## src/rtl/radio_rx_framer.sv

```systemverilog
// Radio receive framer: turns a strobed radio sample stream into packets for a
// burst command, with optional timed start, overflow and late reporting.
module radio_rx_framer #(
   parameter  int SAMP_W  = 32,
   parameter  int NSPC    = 1,
   parameter  int SPP     = 64,
   localparam int RADIO_W = SAMP_W * NSPC
) (
   input  logic               radio_clk,
   input  logic               radio_rst,
   input  logic [RADIO_W-1:0] radio_rx_data,
   input  logic               radio_rx_stb,
   input  logic [63:0]        radio_time,
   input  logic               cmd_valid,
   output logic               cmd_ready,
   input  logic [15:0]        cmd_num_words,
   input  logic               cmd_timed,
   input  logic [63:0]        cmd_time,
   output logic [RADIO_W-1:0] m_tdata,
   output logic [63:0]        m_ttimestamp,
   output logic               m_tlast,
   output logic               m_teob,
   output logic               m_tvalid,
   input  logic               m_tready,
   output logic               overflow,
   output logic               late
);

   localparam int             CNT_W    = (SPP > 1) ? $clog2(SPP) : 1;
   localparam logic [CNT_W-1:0] LAST_IDX = CNT_W'(SPP - 1);

   typedef enum logic [1:0] {IDLE, WAIT_TIME, RUN} state_t;

   state_t             state, state_next;
   logic [CNT_W-1:0]   word_cnt;
   logic [15:0]        remaining;
   logic [63:0]        start_time;
   logic               accept, cmd_zero, cmd_late;
   logic               capture_try, drop, capture, final_word, pkt_end;

   assign cmd_ready = (state == IDLE) && !radio_rst;

   // NOTE: every signal driven here gets its value before any branch, so no latch is inferred.
   always_comb begin
      state_next  = state;
      accept      = cmd_valid && cmd_ready;
      cmd_zero    = (cmd_num_words == 16'd0);
      cmd_late    = cmd_timed && (radio_time > cmd_time);
      capture_try = radio_rx_stb &&
                    ((state == RUN) || ((state == WAIT_TIME) && (radio_time >= start_time)));
      // A word arriving while the held word is stuck is dropped, never queued.
      drop        = capture_try && m_tvalid && !m_tready;
      capture     = capture_try && !drop;
      final_word  = (remaining == 16'd1);
      pkt_end     = final_word || (word_cnt == LAST_IDX);

      case (state)
         IDLE: begin
            if (accept && !cmd_zero && !cmd_late)
               state_next = cmd_timed ? WAIT_TIME : RUN;
         end
         WAIT_TIME, RUN: begin
            if (drop || (capture && final_word))
               state_next = IDLE;
            else if (capture)
               state_next = RUN;
         end
         default: state_next = IDLE;
      endcase
   end

   // NOTE: sequential state uses non-blocking assignments so every register samples pre-edge values.
   always_ff @(posedge radio_clk) begin
      if (radio_rst) state <= IDLE;
      else           state <= state_next;
   end

   // NOTE: the output data registers are reset as well, so reset leaves a defined all-zero word.
   always_ff @(posedge radio_clk) begin
      if (radio_rst) begin
         word_cnt     <= '0;
         remaining    <= '0;
         start_time   <= '0;
         m_tdata      <= '0;
         m_ttimestamp <= '0;
         m_tlast      <= 1'b0;
         m_teob       <= 1'b0;
         m_tvalid     <= 1'b0;
         overflow     <= 1'b0;
         late         <= 1'b0;
      end else begin
         overflow <= drop;
         late     <= accept && !cmd_zero && cmd_late;

         if (accept) begin
            word_cnt   <= '0;
            remaining  <= cmd_num_words;
            start_time <= cmd_time;
         end

         if (capture) begin
            m_tdata  <= radio_rx_data;
            // Later words of a packet keep the timestamp already held from word 0.
            if (word_cnt == '0)
               m_ttimestamp <= radio_time;
            m_tlast   <= pkt_end;
            m_teob    <= final_word;
            m_tvalid  <= 1'b1;
            word_cnt  <= pkt_end ? '0 : word_cnt + CNT_W'(1);
            remaining <= remaining - 16'd1;
         end else if (drop) begin
            m_tlast <= 1'b1;
            m_teob  <= 1'b1;
         end else if (m_tready) begin
            m_tvalid <= 1'b0;
         end
      end
   end

endmodule

```

## config.mk

```make
export PLATFORM = sky130hd
export DESIGN_NAME = radio_rx_framer
export DESIGN_NICKNAME = d
export VERILOG_FILES = /design/src/rtl/radio_rx_framer.sv
export SDC_FILE = /design/constraint.sdc
export NUM_CORES = 1
export LEC_CHECK = 0
export CORE_ASPECT_RATIO = 1.2
export CORE_MARGIN = 10
export CORE_UTILIZATION = 49
export CTS_CLUSTER_DIAMETER = 30
export DETAILED_ROUTE_END_ITERATION = 8
export HOLD_SLACK_MARGIN = 0.1
export PLACE_DENSITY = 0.84
export SLEW_MARGIN = 25
export SYNTH_ARGS = -nofsm -noshare
export SYNTH_HDL_FRONTEND = slang
export SYNTH_SLANG_ARGS = --single-unit
```

## constraint.sdc

```tcl
create_clock -name radio_clk -period 3.5 [get_ports radio_clk]
set_clock_uncertainty 0.15 [all_clocks]
set_input_delay 0.7 -clock radio_clk [delete_from_list [all_inputs] [get_ports radio_clk]]
set_output_delay 0.7 -clock radio_clk [all_outputs]
set_load 0.02 [all_outputs]
```

# Yosys cells after proc, flatten, opt, wreduce, memory -nomap -nowiden

Index checks and enable logic that the tools add are counted.

Add/subtract/negate cells: 2
Equal/unequal tests: 7
Order comparisons: 2
Reduce and logical (&&, ||, !) cells: 30
Muxes and demuxes: 16

Operators with widths:

| cell                  | count |
|---|---|
| $ge 64x64->1          | 1 |
| $gt 64x64->1          | 1 |
| $mux 16               | 2 |
| $mux 6                | 3 |
| $eq 16x1->1 const B   | 1 |
| $logic_not 16->1      | 1 |
| $sub 16x1->16 const B | 1 |
| $logic_and 1x1->1     | 12 |
| $mux 2                | 4 |
| $add 6x1->6 const B   | 1 |
| $eq 6x6->1 const B    | 1 |
| $logic_not 6->1       | 1 |
| $mux 1                | 6 |
| $reduce_and 2->1      | 3 |
| $reduce_bool 2->1     | 3 |
| $logic_not 1->1       | 5 |
| $ne 2x1->1 const B    | 2 |
| $pmux 2 s2            | 1 |
| $logic_or 1x1->1      | 3 |
| $ne 3x3->1 const B    | 1 |
| $eq 2x1->1 const B    | 1 |
| $eq 2x2->1 const B    | 1 |
| $logic_not 2->1       | 1 |
| $reduce_or 2->1       | 1 |

Register bits after elaboration: 189
Output and inout bits: 102
Word-level logic and storage cells: 68

# Longest topological paths before layout

Word-level depth: 12
Mapped depth: 13
Mapped depth without buffers: 11

# Worst setup path after synthesis

Ideal clock, no wire load.

Path kind: input -> register
Start: input port radio_time[58]
End: register m_ttimestamp[55]
Buffers on the path: 1
Data arrival time: 2.914 ns
Slack: 0.304 ns
Cell stages on the path: 11
Data required time: 3.218 ns
Cell sequence: ha_1 > and4_1 > nand4_1 > nor4_2 > and3_1 > a31oi_1 > a221oi_4 > nand3_1 > clkbuf_1 > nand2_1 > a21oi_1

Cells in the longest elaborated chain, start to end: 9

Ends and longest elaborated chain:

| element                         | line | text |
|---|---|---|
| start, declared                 | 13   | `input logic [63:0] radio_time,` |
| $ge 64x64->1 (*)                | 50   | `((state == RUN) \|\| ((state == WAIT_TIME) && (radio_time >= start_time)));` |
| $logic_and 1x1->1 (*)           | 50   |  |
| $logic_or 1x1->1 (*)            | 50   |  |
| $logic_and 1x1->1 (*)           | 49   | `capture_try = radio_rx_stb &&` |
| $logic_and 1x1->1 (2 in series) | 52   | `drop = capture_try && m_tvalid && !m_tready;` |
| $logic_not 1->1                 | 53   | `capture = capture_try && !drop;` |
| $logic_and 1x1->1 (*)           | 53   |  |
| $reduce_and 2->1 (no line) (*)  | --   |  |
| end signal, assigned            | 105  | `m_ttimestamp <= radio_time;` |
| end, declared                   | 20   | `output logic [63:0] m_ttimestamp,` |

Mark *: on every way between the ends. The rest lies on a longest branch, timed or not.
A chain may end at the register's enable or synchronous reset.

# Worst setup path after layout

Start: input port radio_time[45]
End: register remaining[10]

Cells in the longest elaborated chain, start to end: 9
Elaborated cells on any way between the ends: 10

Ends and longest elaborated chain:

| element                                             | line | text |
|---|---|---|
| $ge 64x64->1 (*)                                    | 50   |  |
| $logic_and 1x1->1 (*)                               | 50   |  |
| $logic_or 1x1->1 (*)                                | 50   |  |
| $logic_and 1x1->1 (*)                               | 49   |  |
| $logic_and 1x1->1 (2 in series)                     | 52   |  |
| $logic_not 1->1                                     | 53   |  |
| $logic_and 1x1->1 (*)                               | 53   |  |
| $mux 16 / $reduce_bool 2->1 (equally long branches) | --   |  |
| end signal, assigned                                | 97   | `remaining <= cmd_num_words;` |
| end signal, assigned                                | 110  | `remaining <= remaining - 16'd1;` |
| end, declared                                       | 36   | `logic [15:0] remaining;` |

Marked as above.

==> results.toml <==
[status]
status = "complete, no violations"

[final_layout]
final_cell_area_um2 = 15700
drive_gt1_frac = 0.141
final_nets = 1988
utilization = 0.769
synthToLayoutAreaGrowth_pct = 53.4
final_common_cell = "nand2_1"
most-common-layout-cells = "311 x nand2_1, 222 x clkdlybuf4s50_1, 189 x dfxtp_1"

[floorplan]
dieArea_um2 = 27100
rows = 57
die_w_um = 152
ios = 284
initial_core_util = 0.502
core_um2 = 20400
fp.dieH_um = 178

[clock_tree]
clkLatencyLatePin_ns = 0.45
clk_path_buf_depth = 2
root_buffer = "clkbuf_16"
ctsHoldBuffers = 0
path_clk_slew_ns = 0.08
cts_tree = "yes"
cts_sinks = 189
numCtsBuffers = 17
cts_max_level = 4

[grt]
antenna_found_initial = 8
gr-total-overflow = 0
grt_pass1_wl_um = 55100
grt_pass1_vias = 10756
grt_max_degree = 173
groute.usage.overall = 0.245

[synth]
synth_fp_nets = 1620
synth_edf_count = 0
synth_area_um2 = 10200
yosysTopAreaCellShare = 0.370
synth_cells = 1302
synth_cell_types = 54
syn_avg_cell_area_um2 = 7.86
synth_ff_type = "dfxtp_1"
synthArstFlopShare = 0
yosysWarningCount = 0
seq_area_frac_synth = 0.370
synth_area_leaders = "dfxtp_1 37%, ha_1 17%, nand2_1 11%"
synth_seq_cells = 189
synth_area_leader_cell = "dfxtp_1"

[worst_setup_path]
worstPathRequired_ns = 3.69
path_cells = "clkdlybuf4s50_1 > ha_1 > nand4_1 > nor4_2 > buf_4 > and3_1 > a31oi_4 > a221oi_4 > buf_6 > buf_6 > nand2b_2 > o21ai_0 > a311oi_1"
crit_start = "radio_time[45]"
cp-start-kind = "primary input"
end_kind = "flip-flop"
slowest_delay_ns = 0.49
critPathKind = "primary input to flip-flop"
r2r-start = "start_time[53]$_SDFFE_PP0P_"
critPathBufInv = 4
cpMostUsedCell = "buf_6"
critical_path_arrival_ns = 3.69
worst_path_max_delay_cell = "clkdlybuf4s50_1"
cpLargestDelayFamily = "buffers and inverters"
path_max_fanout = 10

[placed_design]
dp_hpwl_um = 25900
gp_congestion = 0.918
numPortBuffers = 283
place_area_um2 = 14100

[detailed_routing]
ant_nets = 0
first_iter_violations = 701
post-route-drc-count = 0
first_pass_iters = 5
viasPerCell = 5.59
num_vias = 10937
wl_per_cell_um = 18.7
wl_um = 36700

[sta]
slew_viol_final = 0
max_freq_ghz = 0.286
fin_crit_sh = 0.997
tns_ns = 0
period_needed_ns = 3.49
hold_viol = 0
worst_pin_slew_ns = 0.872
finalSetupViolations = 0
relSlewSlack = 0.419

[pwr]
power_density_nw_per_um2 = 511
pwr-share-seq = 0.333
swShare = 0.363
clock_power_share = 0.274
internal_power_w = 0.00511
comb_power_share = 0.392
switching_power_w = 0.00292
p_leak_nw = 6.70
peakVddDrop_mv = 0.367
p_total_w = 0.00802

[worst_hold_path]
hp-class = "flip-flop to flip-flop"
min_from = "m_ttimestamp[35]$_SDFFE_PP0P_"

[run]
maxCapViolations = 0
power by group through the flow:
| stage | registers, W | logic [W] | clock network, W |
|---|---|---|---|
| after floorplan | 0.00286 | 0.00143 | 0 |
| after global placement | 0.00270 | 0.00275 | 0 |
| after detailed placement | 0.00271 | 0.00284 | 0 |
| after CTS | 0.00267 | 0.00294 | 0.00221 |
| after global routing | 0.00271 | 0.00345 | 0.00230 |
| final | 0.00267 | 0.00315 | 0.00220 |
tightest hold or removal path: stages, from the launching register on:
cell	delay, ns
dfxtp_1	0.31
nand2_1	0.05
a21oi_1	0.05
cells in the mapped netlist, drive strengths merged, types with 5 or more instances:
cell,n
dfxtp,189
nor4,13
clkbuf,43
a211oi,13
ha,136
and3,6
nand4,23
a221oi,5
nor3,11
nor2b,9
nor2,34
nand3,21
o31ai,66
buf,18
a31oi,6
o21ai,35
a21oi,163
inv,140
nand2,311
sequential cells by signal, indices dropped and copies added, names as in the netlist:
name / flops
m_teob: 1
m_tlast: 1
late: 1
start_time: 64
m_ttimestamp: 64
overflow: 1
state: 2
word_cnt: 6
m_tvalid: 1
remaining: 16
m_tdata: 32
layout make-up:
| type | count | area, um2 |
|---|---|---|
| timing repair buffer | 410 | 4110 |
| multi-input combinational | 912 | 6250 |
| tap | 265 | 332 |
| inverter | 140 | 526 |
| clock inverter | 15 | 240 |
| clock buffer | 17 | 425 |
| sequential | 189 | 3780 |
| antenna | 10 | 25.0 |
| fill | 1346 | 4700 |
kinds of logic (layout without fill, tap and decap cells):
family,after synthesis,count (layout),share of synthesized area
buf+inv,201,582,0.0772
simple gates,446,446,0.187
other cells,0,10,0
flops,189,189,0.370
fa+ha+maj,136,136,0.166
mux,2,2,0.00208
compound gates,328,328,0.198
routing by layer:
layer / GRT usage / vias to the layer above / share of wire
met2: 0.446 / 422 / 0.51
li1: - / 5253 / -
met3: 0.0648 / 85 / 0.069
met5: 0 / - / 0.00019
met4: 0.0851 / 2 / 0.034
met1: 0.269 / 5175 / 0.39
path summary, 6_finish.rpt:
| path | endpoint | slack, ns | cells past startpoint |
|---|---|---|---|
| worst max-delay path | remaining[10]$_SDFFE_PP0P_ | 0.009 | 13 |
| worst max register to register | remaining[10]$_SDFFE_PP0P_ | 0.09 | 14 |
| worst min register to register | m_ttimestamp[35]$_SDFFE_PP0P_ | 0.30 | 2 |
| worst min-delay path | m_ttimestamp[35]$_SDFFE_PP0P_ | 0.30 | 2 |
repair_timing:
item | CTS | global route
endpoints found under the setup margin | 116 | 119
setup buffers | 3 | 8
pin swaps | 8 | 45
cloned | 1 | 2
gates resized for setup | 20 | 132
endpoints found under the hold margin | 0 | 0
per-stage QoR:
| step | hold WS (ns) | std cells | setup WS, ns |
|---|---|---|---|
| global route | 0.318 | 1953 | -0.0696 |
| detailed placement | 0.296 | 1904 | -0.839 |
| floorplan | 0.288 | 1302 | 0.304 |
| finish | 0.305 | 1958 | 0.00941 |
| CTS | 0.306 | 1939 | -0.0256 |
| global placement | 0.291 | 1904 | -0.779 |
Power figures use the tool's default switching activity.
